===== config.mk =====
export PLATFORM = sky130hd
export DESIGN_NAME = ql_carry_chain_pipe
export DESIGN_NICKNAME = d
export VERILOG_FILES = /design/src/rtl/ql_carry_chain_pipe.sv
export SDC_FILE = /design/constraint.sdc
export NUM_CORES = 1
export LEC_CHECK = 0
export BUFFER_PORTS_ARGS = -buffer_cell sky130_fd_sc_hd__buf_4
export CAP_MARGIN = 20
export CORE_ASPECT_RATIO = 1.5
export CORE_MARGIN = 3
export CORE_UTILIZATION = 31
export DETAILED_ROUTE_END_ITERATION = 8
export SYNTH_ARGS = -nofsm -noshare
export SYNTH_HDL_FRONTEND = slang
export SYNTH_SLANG_ARGS = --single-unit

===== constraint.sdc =====
create_clock -name CLK -period 1.51 [get_ports CLK]
set_clock_uncertainty 0.15 [all_clocks]
set_input_delay 0.302 -clock CLK [delete_from_list [all_inputs] [get_ports CLK]]
set_output_delay 0.302 -clock CLK [all_outputs]
set_load 0.01 [all_outputs]

===== src/rtl/ql_carry_chain_pipe.sv =====
// ql_carry_chain_pipe: P/G carry chain split into SEG-bit register stages with input skew and output deskew.
module ql_carry_chain_pipe #(
  parameter int WIDTH = 16,
  parameter int SEG   = 4
) (
  input  logic             CLK,
  input  logic             RESET_N,
  input  logic             IN_VALID,
  output logic             IN_READY,
  input  logic [WIDTH-1:0] P,
  input  logic [WIDTH-1:0] G,
  input  logic             CI,
  output logic             OUT_VALID,
  input  logic             OUT_READY,
  output logic [WIDTH-1:0] SUMOUT,
  output logic             CO
);
  localparam int NSTG = (WIDTH + SEG - 1) / SEG;
  assign IN_READY = ~OUT_VALID | OUT_READY;
  for (genvar k = 0; k < NSTG; k++) begin : g_stg
    localparam int LO = k * SEG;
    localparam int HI = (((k + 1) * SEG < WIDTH) ? (k + 1) * SEG : WIDTH) - 1;
    // One word register per stage: bits below HI+1 hold sums (deskew), bits above hold pending P (skew).
    logic [WIDTH-1:0] pin, w_d, w_q;
    logic [WIDTH-1:LO] gin;
    logic cin, vin, c_d, c_q, v_q;
    if (k == 0) begin : g_in
      assign pin = P;
      assign gin = G;
      assign cin = CI;
      assign vin = IN_VALID;
    end else begin : g_in
      assign pin = g_stg[k-1].w_q;
      assign gin = g_stg[k-1].g_sk.g_q;
      assign cin = g_stg[k-1].c_q;
      assign vin = g_stg[k-1].v_q;
    end
    always_comb begin
      w_d = pin;
      c_d = cin;
      for (int i = LO; i <= HI; i++) begin
        w_d[i] = pin[i] ^ c_d;
        c_d = pin[i] ? c_d : gin[i];
      end
    end
    always_ff @(posedge CLK or negedge RESET_N) begin
      if (!RESET_N) begin
        v_q <= 1'b0;
        c_q <= 1'b0;
        w_q <= '0;
      end else if (IN_READY) begin
        v_q <= vin;
        c_q <= c_d;
        w_q <= w_d;
      end
    end
    if (k < NSTG - 1) begin : g_sk
      logic [WIDTH-1:HI+1] g_q;
      always_ff @(posedge CLK or negedge RESET_N) begin
        if (!RESET_N) g_q <= '0;
        else if (IN_READY) g_q <= gin[WIDTH-1:HI+1];
      end
    end
  end
  assign OUT_VALID = g_stg[NSTG-1].v_q;
  assign SUMOUT    = g_stg[NSTG-1].w_q;
  assign CO        = g_stg[NSTG-1].c_q;
endmodule


# Word level (Yosys, flattened, before mapping)
# Index checks and enable logic that the tools add are counted.
[classes] bitwise=18 n_mux=16
[ops] op="$mux W1" n=16
[ops] op="$xor A1 B1 Y1" n=16
[ops] op="$not A1 Y1" n=1
[ops] op="$or A1 B1 Y1" n=1
[totals] wordCells=49 register_bits=96 out_inout_bits=19

# Longest topological paths before layout
# Gate-level depths: netlist of the first run.
[depth] depth_word=4 ltp_mapped=7 depth_no_buf=4

# Worst setup path after synthesis of the first run
# OpenSTA, ideal clock, no wires.
[synth_timing] kind="register to output" start="register g_stg[3].v_q (netlist: OUT_VALID)" end="output port IN_READY" arrival_ns=0.929 required_ns=1.058 stages_incl_launch_ff=5 setup_slack_ns=0.129 cell_sequence="dfrtp_1 > nor2b_1 > buf_4 > inv_2 > buf_2"
[synth_between] elab_chain_cells=2
[synth_rtl] element="start: declaration" line="26" source="logic cin, vin, c_d, c_q, v_q;"
[synth_rtl] element="start signal: assignment" line="52" source="v_q <= vin;"
[synth_rtl] element="$not A1 Y1" line="19" source="assign IN_READY = ~OUT_VALID | OUT_READY;"
[synth_rtl] element="$or A1 B1 Y1" line="19"
[synth_rtl] element="end: declaration" line="9" source="output logic IN_READY,"
# Every way passes these cells.

# Worst setup path in the final report of the first run
# Ends and elaborated chain as after synthesis.

==> key figures, run 1 <==
Synth
  – List of most frequent post-synthesis cells: sky130_fd_sc_hd__nand2_1 (235), sky130_fd_sc_hd__dfrtp_1 (96), sky130_fd_sc_hd__o21ai_0 (15)
  – Most instantiated library cell after synthesis: sky130_fd_sc_hd__nand2_1
  – Post-Syn Nets: 467
  – Count of warnings emitted by yosys: 0
  – Mean cell area of the mapped netlist: 9.10 sq um
  – Area contributors post-synth: sky130_fd_sc_hd__dfrtp_1 (61%), sky130_fd_sc_hd__nand2_1 (23%), sky130_fd_sc_hd__xnor2_1 (2.7%)
  – Flip-flop cell with the highest count after synthesis: sky130_fd_sc_hd__dfrtp_1
  – Synth cell types: 18
  – Sequential fraction of the synthesis area: 61.4%
  – Async S/R FF share, synth: 100%
  – Synthesized netlist cell count: 430
  – Cell taking the most area after synthesis: sky130_fd_sc_hd__dfrtp_1
  – Number of enable-type register cells in the synthesized netlist: 0
  – Flop and latch count out of synthesis: 96
  – Area of the mapped netlist: 3910 sq um
  – Top cell type's share of synthesized area: 61.4%

STA
  – Final Worst Setup Slack: 0.0214 ns
  – Final count of hold timing violations: 0
  – Number of endpoints failing setup at the final stage: 0
  – Relative max-transition margin: 81.7%
  – Highest Clock Rate: 672 MHz
  – Minimum period implied by the final worst setup slack: 1.49 ns
  – Post-route worst hold slack: 0.00859 ns
  – Number of pins with negative max-slew slack in the final report: 0
  – Final critical-path share of the clock period: 98.6%
  – Transition time at the pin with the least slew margin: 0.269 ns
  – Total Neg Setup Slack: 0 ns
  – Unrepaired setup endpoints after global routing: yes

Worst setup path
  – Crit Path Max Fanout: 2
  – Arrival @ worst endpoint: 1.04 ns
  – Class of the most critical setup path: reg -> out
  – Crit start category: flop
  – Reg-to-reg setup timing slack: 0.10 ns
  – Data required time of the critical path: 1.06 ns
  – Worst Setup End Kind: output pin

Place
  – Total of buffers placed on input and output ports: 55
  – Placer Congestion: 0.743
  – # placed instances: 628
  – HPWL after detailed placement: 5270 um
  – Place WS: -0.00126 ns
  – Post-DP Area: 4560 sq um

Floorplan
  – Count of boundary I/O pins: 56
  – Effective utilization at floorplan: 32.2%
  – Die outline height: 144 um
  – Row cnt: 49
  – DIE AREA: 14,000 sq um
  – Die X: 97.7 um
  – Core ar.: 12,100 sq um

GRT
  – Number of antenna violations at the first check in global routing: 0
  – Overflow left after global routing: 0
  – Pin count of the biggest net entering global routing: 97
  – Number of global-route vias before repair: 2,929
  – GRT Overall Usage: 11.8%
  – Wire length of the first global-routing pass: 13,400 um

Power and ir drop
  – Static Leak: 2.57 nW
  – Total power draw: 10.3 mW
  – Largest vdd supply drop: 672 uV
  – PD cells: 2020 nW/um^2

Outcome
  – Result of the run: completed

Routing
  – Per-cell via count in the routed design: 4.36
  – Drc violations: 0
  – Via count: 2,858
  – Violation count after the first detailed-routing iteration: 123
  – Number of nets with antenna violations after detailed routing: 0
  – Total length of routed wires: 7940 um
  – Routed len/inst: 12.1 um
  – Initial DRT Pass Iterations: 4

CTS
  – Root cell of the clock tree: sky130_fd_sc_hd__clkbuf_16
  – TritonCTS clock tree: built
  – Register clock-pin slew on the reported worst setup and hold paths: 0.07 ns
  – Depth of the CTS H-tree: 3
  – Insertion delay of the later-clocked pin in the worst-skew pair: 0.34 ns
  – Inserted Clock Buffers: 9
  – Clk sink count: 96
  – Number of buffers on the longest clock path: 2

Job
  – Count of maximum capacitance violations: 0

Final layout
  – # diodes: 0
  – Area overhead of the layout relative to synthesis: 30.3%
  – Fraction of final layout cells with drive strength greater than 1: 18.7%
  – Final Util: 42.0%
  – Final std cell area, no fill: 5100 sq um
  – Non-Filler Instances: 656
  – Number of nets in the layout: 535

Worst hold path
  – Worst hold-check path type: in -> reg
==> registers in the layout (all words and copies together), names as in the netlist <==
register / count
g_stg.c_q: 3
OUT_VALID: 1
g_stg.w_q: 48
g_stg.g_sk.g_q: 24
g_stg.v_q: 3
CO: 1
SUMOUT: 16
==> cell type report <==
cell class	count	area [sq um]
Sequential cell	96	2400
Fill cell	1218	7040
Clock buffer	9	225
Multi-Input combinational cell	308	1410
Tap cell	153	191
Timing Repair Buffer	78	699
Inverter	5	21.3
Clock inverter	7	144
==> cell families (layout without fill, tap and decap cells) <==
kind of cell           after synthesis  count (layout)  share of synthesized area, %
flip-flops                          96              96                          61.4
multiplexers                         8               8                          2.05
AND/OR/NAND/NOR                    253             253                          24.8
XOR/XNOR                            16              16                          3.58
buffers and inverters               26              99                          3.17
AO/OA/AOI/OAI                       31              31                          4.99
==> path summary, 6_finish.rpt <==
check,start,endpoint,cells past startpoint
worst min-delay path,G[8],g_stg[0].g_sk.g_q[8],3
worst max register to register,g_stg[1].w_q[8],g_stg[2].c_q,4
min in group asynchronous,RESET_N,g_stg[0].w_q[8],2
worst min register to register,g_stg[2].w_q[4],g_stg[2].w_q[4],2
worst max-delay path,OUT_VALID,IN_READY,3
max in group asynchronous,RESET_N,g_stg[1].w_q[15],3
==> worst max-delay path, stage by stage (launching register included) <==
cell	delay (ns)
sky130_fd_sc_hd__dfrtp_1	0.36
sky130_fd_sc_hd__nor2b_4	0.19
sky130_fd_sc_hd__inv_4	0.04
sky130_fd_sc_hd__buf_6	0.11
==> timing repair <==
action | in CTS | in global routing
buffers inserted | 2 | 0
endpoints found under the hold margin | 104 | 0
setup endpoints to repair | 1 | 61
resized for setup | 2 | 5
hold buffers | 9 | 0
cloned | 0 | 1
==> where the power goes <==
part	leakage (nW)	switching (mW)	total, mW	internal [mW]
clock network	0.172	0.967	2.75	1.79
logic	1.24	1.62	3.13	1.51
registers	1.16	0.718	4.39	3.68
==> placed cells by master (no fill, tap or decap) <==
cell type	Yosys	final
sky130_fd_sc_hd__mux2i_1	8	5
sky130_fd_sc_hd__buf_4	2	62
sky130_fd_sc_hd__buf_12	0	4
sky130_fd_sc_hd__a21oi_1	12	12
sky130_fd_sc_hd__mux2i_2	0	2
sky130_fd_sc_hd__xnor2_1	12	12
sky130_fd_sc_hd__inv_4	0	1
sky130_fd_sc_hd__buf_16	0	1
sky130_fd_sc_hd__dlygate4sd3_1	0	9
sky130_fd_sc_hd__mux2i_4	0	1
sky130_fd_sc_hd__buf_6	1	1
sky130_fd_sc_hd__o21ai_0	15	15
sky130_fd_sc_hd__clkbuf_16	0	10
sky130_fd_sc_hd__nand2_1	235	235
sky130_fd_sc_hd__dfrtp_1	96	96
sky130_fd_sc_hd__bufinv_16	0	4
sky130_fd_sc_hd__nand2b_1	1	1
sky130_fd_sc_hd__clkinv_4	0	1
sky130_fd_sc_hd__nor2_1	12	12
sky130_fd_sc_hd__nor2b_4	0	1
sky130_fd_sc_hd__nand3b_1	4	4
sky130_fd_sc_hd__xor2_1	4	4
sky130_fd_sc_hd__clkinvlp_4	0	2
sky130_fd_sc_hd__inv_1	4	4
sky130_fd_sc_hd__o221ai_2	4	4
==> layer usage <==
metal  GRT usage [%]  part of all wire, %  wire, um  vias to the layer above
met4            5.03                  1.8       146                        0
met2            20.6                   52      4150                       40
met1            13.7                   43      3390                     1341
li1                -                    -         -                     1470
met5               0                    0         0                        -
met3            3.11                  3.2       257                        7
(Power assumes the default switching activity.)
==> run 2: changes to the inputs <==
- RECOVER_POWER: unset -> 25
- TNS_END_PERCENT: unset -> 20
==> key figures, run 2 (synthesized netlist as in run 1, its figures left out) <==
Worst setup path
  – Biggest cell delay along the critical path: 0.36 ns
  – Highest-delay cell along the critical path: sky130_fd_sc_hd__dfrtp_1
  – Reg-to-reg setup timing slack: 0.10 ns
  – Crit Path Max Fanout: 2
  – Critical Path Source: OUT_VALID
  – Arrival @ worst endpoint: 1.04 ns
  – Critical Path, Cell by Cell: nor2b_4 > inv_4 > buf_6
  – Worst Reg2Reg Path Length in Cells: 4
  – Capture instance of the worst register-to-register path: g_stg[2].c_q
  – Data required time of the critical path: 1.06 ns
  – Worst Setup End Kind: output pin
  – Class of the most critical setup path: reg -> out
  – Critical register-to-register path startpoint: g_stg[1].w_q[8]
  – Crit start category: flop

CTS
  – Insertion delay of the later-clocked pin in the worst-skew pair: 0.34 ns
  – Register clock-pin slew on the reported worst setup and hold paths: 0.07 ns
  – Inserted Clock Buffers: 9
  – Clk sink count: 96
  – Depth of the CTS H-tree: 3
  – Root cell of the clock tree: sky130_fd_sc_hd__clkbuf_16
  – TritonCTS clock tree: built
  – Number of buffers on the longest clock path: 2

Final layout
  – Largest register by flop count: g_stg.w_q
  – Final std cell area, no fill: 5070 sq um
  – Final Util: 41.8%
  – Number of inserted filler cells in the final layout: 1,223
  – Number of nets in the layout: 535
  – Non-Filler Instances: 656
  – # diodes: 0
  – Area used by multi-input combinational logic: 1410 sq um
  – Top library cells by usage in the layout, fill and taps aside: sky130_fd_sc_hd__nand2_1 (235), sky130_fd_sc_hd__dfrtp_1 (96), sky130_fd_sc_hd__buf_4 (62)
  – Area overhead of the layout relative to synthesis: 29.6%
  – Most common library cell in the layout ignoring fill and taps: sky130_fd_sc_hd__nand2_1
  – Fraction of final layout cells with drive strength greater than 1: 18.7%
  – Sequential cell area in the final layout: 2400 sq um
  – Largest register FFs: 48

STA
  – Number of pins with negative max-slew slack in the final report: 0
  – Transition time at the pin with the least slew margin: 0.440 ns
  – Number of endpoints failing setup at the final stage: 0
  – Final Worst Setup Slack: 0.0216 ns
  – Final critical-path share of the clock period: 98.6%
  – Highest Clock Rate: 672 MHz
  – Minimum period implied by the final worst setup slack: 1.49 ns
  – Total Neg Setup Slack: 0 ns
  – Final count of hold timing violations: 0
  – Post-route worst hold slack: 0.00867 ns
  – Unrepaired setup endpoints after global routing: yes
  – Relative max-transition margin: 70.6%

GRT
  – Number of global-route vias before repair: 2,929
  – Number of antenna violations at the first check in global routing: 0
  – GRT Overall Usage: 11.8%
  – Wire length of the first global-routing pass: 13,400 um
  – Overflow left after global routing: 0
  – Pin count of the biggest net entering global routing: 97

Place
  – Place WS: -0.00126 ns
  – HPWL after detailed placement: 5270 um
  – Total of buffers placed on input and output ports: 55
  – Placer Congestion: 0.743
  – # placed instances: 628
  – Post-DP Area: 4560 sq um

Routing
  – Violation count after the first detailed-routing iteration: 116
  – Initial DRT Pass Iterations: 4
  – Total length of routed wires: 7940 um
  – Routed len/inst: 12.1 um
  – Number of nets with antenna violations after detailed routing: 0
  – Via count: 2,853
  – Drc violations: 0
  – Per-cell via count in the routed design: 4.35

Worst hold path
  – Endpoint of the worst hold path: g_stg[0].g_sk.g_q[8]
  – Worst hold-check path type: in -> reg
  – Hold path start: G[8]
  – Hold path depth: 3

Floorplan
  – Die outline height: 144 um
  – Core ar.: 12,100 sq um
  – DIE AREA: 14,000 sq um
  – Die X: 97.7 um
  – Row cnt: 49
  – Effective utilization at floorplan: 32.2%
  – Count of boundary I/O pins: 56

Power and ir drop
  – Largest vdd supply drop: 671 uV
  – Total power draw: 10.3 mW
  – PD cells: 2030 nW/um^2
  – Static Leak: 2.56 nW

Job
  – Count of maximum capacitance violations: 0

Outcome
  – Result of the run: completed
[run 2: cell types whose count changed in the layout (fill, tap and decap cells not counted), sizes merged]
cell,change
buf,-2
clkbuf,+2
[run 2: per-layer routing]
metal	part of all wire [%]	wire, um	track usage [%]	up-vias
met4	1.8	146	5.03	0
met1	43	3390	13.7	1335
met3	3.2	257	3.11	7
met5	0	0	0	-
met2	52	4150	20.6	40
li1	-	-	-	1471
[run 2: critical path: cells and delay by family (launching register included)]
kind	cells	cell delay, ns
buffers and inverters	2	0.15
and+or+nand+nor	1	0.19
DFF	1	0.36
[run 2: timing repair]
| action | CTS | global route |
|---|---|---|
| gates cloned | 0 | 1 |
| setup endpoints to repair | 1 | 61 |
| buffers inserted | 2 | 0 |
| gates resized for setup | 2 | 5 |
| pin swaps | 0 | 0 |
| hold endpoints to repair | 104 | 0 |
| hold buffers | 9 | 0 |
[run 2: report_power, final]
part	switching, mW	leakage [nW]	total (mW)	internal [mW]
Clock	0.965	0.172	2.75	1.79
Sequential	0.718	1.16	4.39	3.68
Combinational	1.62	1.23	3.13	1.50
[run 2: how the worst max path moves through the flow]
stage	to	cells past startpoint
finish	IN_READY	3
detailed placement	g_stg[0].c_q	6
global route	IN_READY	3
global placement	g_stg[0].c_q	6
floorplan	IN_READY	4
CTS	IN_READY	3
[run 2: cell type report]
type	count	area share (%)
clock buffer	9	4.44
tap	153	3.78
inverter	5	0.420
multi-input combinational	308	27.9
sequential	96	47.4
clock inverter	7	2.84
timing repair buffer	78	13.3
==> run 3: changes to the inputs <==
- CORE_ASPECT_RATIO: 1.5 -> 0.7
- clock period: 1.51 -> 1.2 ns (I/O delays scaled with it)
==> key figures, run 3 (synthesized netlist as in run 1, its figures left out) <==
Final layout
  – Area used by multi-input combinational logic: 1420 sq um
  – # diodes: 0
  – Sequential cell area in the final layout: 2400 sq um
  – Most common library cell in the layout ignoring fill and taps: sky130_fd_sc_hd__nand2_1
  – Number of inserted filler cells in the final layout: 1,158
  – Fraction of final layout cells with drive strength greater than 1: 22.8%
  – Largest register FFs: 48
  – Number of nets in the layout: 584
  – Largest register by flop count: g_stg.w_q
  – Area overhead of the layout relative to synthesis: 44.3%
  – Top library cells by usage in the layout, fill and taps aside: sky130_fd_sc_hd__nand2_1 (234), sky130_fd_sc_hd__dfrtp_1 (96), sky130_fd_sc_hd__buf_4 (64)

GRT
  – Number of antenna violations at the first check in global routing: 0
  – Overflow left after global routing: 0
  – GRT Overall Usage: 13.0%
  – Pin count of the biggest net entering global routing: 47
  – Wire length of the first global-routing pass: 14,900 um
  – Number of global-route vias before repair: 3,162

Routing
  – Via count: 3,091
  – Per-cell via count in the routed design: 4.36
  – Violation count after the first detailed-routing iteration: 105
  – Initial DRT Pass Iterations: 6
  – Routed len/inst: 12.6 um
  – Number of nets with antenna violations after detailed routing: 0
  – Total length of routed wires: 8910 um
  – Drc violations: 0

STA
  – Final count of hold timing violations: 0
  – Relative max-transition margin: 55.0%
  – Unrepaired setup endpoints after global routing: yes
  – Final critical-path share of the clock period: 118%
  – Number of pins with negative max-slew slack in the final report: 0
  – Final Worst Setup Slack: -0.215 ns
  – Highest Clock Rate: 707 MHz
  – Number of endpoints failing setup at the final stage: 192
  – Minimum period implied by the final worst setup slack: 1.42 ns
  – Transition time at the pin with the least slew margin: 0.675 ns
  – Post-route worst hold slack: 0.0343 ns

Power and ir drop
  – Proportion of total power due to net switching: 33.2%
  – Switching power summed over all nets: 4.58 mW
  – Sequential group share of total power: 40.5%
  – PD cells: 2450 nW/um^2
  – Power share of the clock group: 22.1%
  – Static Leak: 2.84 nW
  – Internal power: 9.23 mW
  – Largest vdd supply drop: 1370 uV
  – Proportion of power drawn by combinational gates: 37.4%

Worst setup path
  – Worst Setup End Kind: output pin
  – Capture instance of the worst register-to-register path: g_stg[0].w_q[0]
  – Data required time of the critical path: 0.81 ns
  – Crit Path Max Fanout: 2
  – Critical register-to-register path startpoint: OUT_VALID
  – Class of the most critical setup path: reg -> out
  – Worst Reg2Reg Path Length in Cells: 6
  – Critical Path Source: OUT_VALID
  – Crit start category: flop
  – Reg-to-reg setup timing slack: -0.19 ns
  – Arrival @ worst endpoint: 1.03 ns

Place
  – Total of buffers placed on input and output ports: 55
  – HPWL after detailed placement: 5780 um
  – Placer Congestion: 0.769
  – Place WS: -0.173 ns

Worst hold path
  – Hold path start: G[3]
  – Hold path depth: 3
  – Endpoint of the worst hold path: g_stg[0].c_q
  – Worst hold-check path type: in -> reg

CTS
  – Root cell of the clock tree: sky130_fd_sc_hd__clkbuf_16
  – Depth of the CTS H-tree: 3
  – Clk sink count: 96
  – Inserted Clock Buffers: 9
  – Number of buffers on the longest clock path: 2
  – Register clock-pin slew on the reported worst setup and hold paths: 0.07 ns
  – TritonCTS clock tree: built
  – Insertion delay of the later-clocked pin in the worst-skew pair: 0.34 ns

Floorplan
  – Effective utilization at floorplan: 32.6%
  – DIE AREA: 14,000 sq um
  – Core ar.: 12,000 sq um
  – Die outline height: 100 um
  – Row cnt: 33
  – Count of boundary I/O pins: 56
  – Die X: 140 um

Job
  – Count of maximum capacitance violations: 0

Outcome
  – Result of the run: complete, but fails checks
  – Failing checks: negative setup slack
==> run 3: layer usage <==
| metal | share of wire [%] | GRT usage [%] | vias to the layer above |
|---|---|---|---|
| li1 | - | - | 1576 |
| met1 | 51 | 18.4 | 1458 |
| met2 | 44 | 20.0 | 50 |
| met3 | 4.1 | 3.67 | 7 |
| met4 | 0.79 | 3.13 | 0 |
| met5 | 0 | 0 | - |
==> run 3: layout make-up <==
class,count,share of cell area [%]
Tap cell,157,3.48
Sequential cell,96,42.6
Timing Repair Buffer,127,22.9
Clock inverter,7,1.68
Multi-Input combinational cell,308,25.1
Clock buffer,9,3.99
Inverter,5,0.377
==> run 3: worst max-delay path by stage <==
stage	to	slack (ns)	cells past startpoint
detailed placement	CO	-0.17	4
floorplan	g_stg[2].w_q[14]	-0.11	6
global placement	g_stg[0].w_q[3]	-0.11	5
global route	IN_READY	-0.27	3
finish	IN_READY	-0.22	3
CTS	IN_READY	-0.23	3
==> run 3: power by group through the flow <==
stage / Sequential [mW] / Combinational [mW] / Clock, mW
detailed placement: 5.58 / 4.41 / 0
global placement: 5.53 / 4.31 / 0
floorplan: 5.52 / 2.60 / 0
global route: 5.80 / 5.82 / 3.26
CTS: 5.58 / 4.96 / 3.12
finish: 5.59 / 5.16 / 3.05
==> run 3: critical path, cell delays in order (launching register included) <==
cell,delay [ns]
sky130_fd_sc_hd__dfrtp_1,0.36
sky130_fd_sc_hd__nor2b_4,0.18
sky130_fd_sc_hd__inv_4,0.04
sky130_fd_sc_hd__buf_6,0.11
==> run 3: repair_timing <==
action                     CTS  global route
gates cloned                 1             4
buffers inserted             7             0
hold buffers                26             0
setup endpoints to repair  114           115
resized for setup           35             5
hold endpoints to repair   121             0
pin swaps                    2             2
==> run 3: metrics by stage <==
step	utilization, %	cell area [sq um]	power, mW	setup TNS, ns	instances
final	47.0	5650	13.8	-19.32	709
after global routing	47.0	5650	14.9	-37.52	709
after CTS	46.1	5540	13.7	-15.26	705
after detailed placement	39.8	4780	9.99	-5.71	655
after global placement	39.8	4780	9.85	-3.64	655
after floorplan	-	3990	8.12	-7.87	430
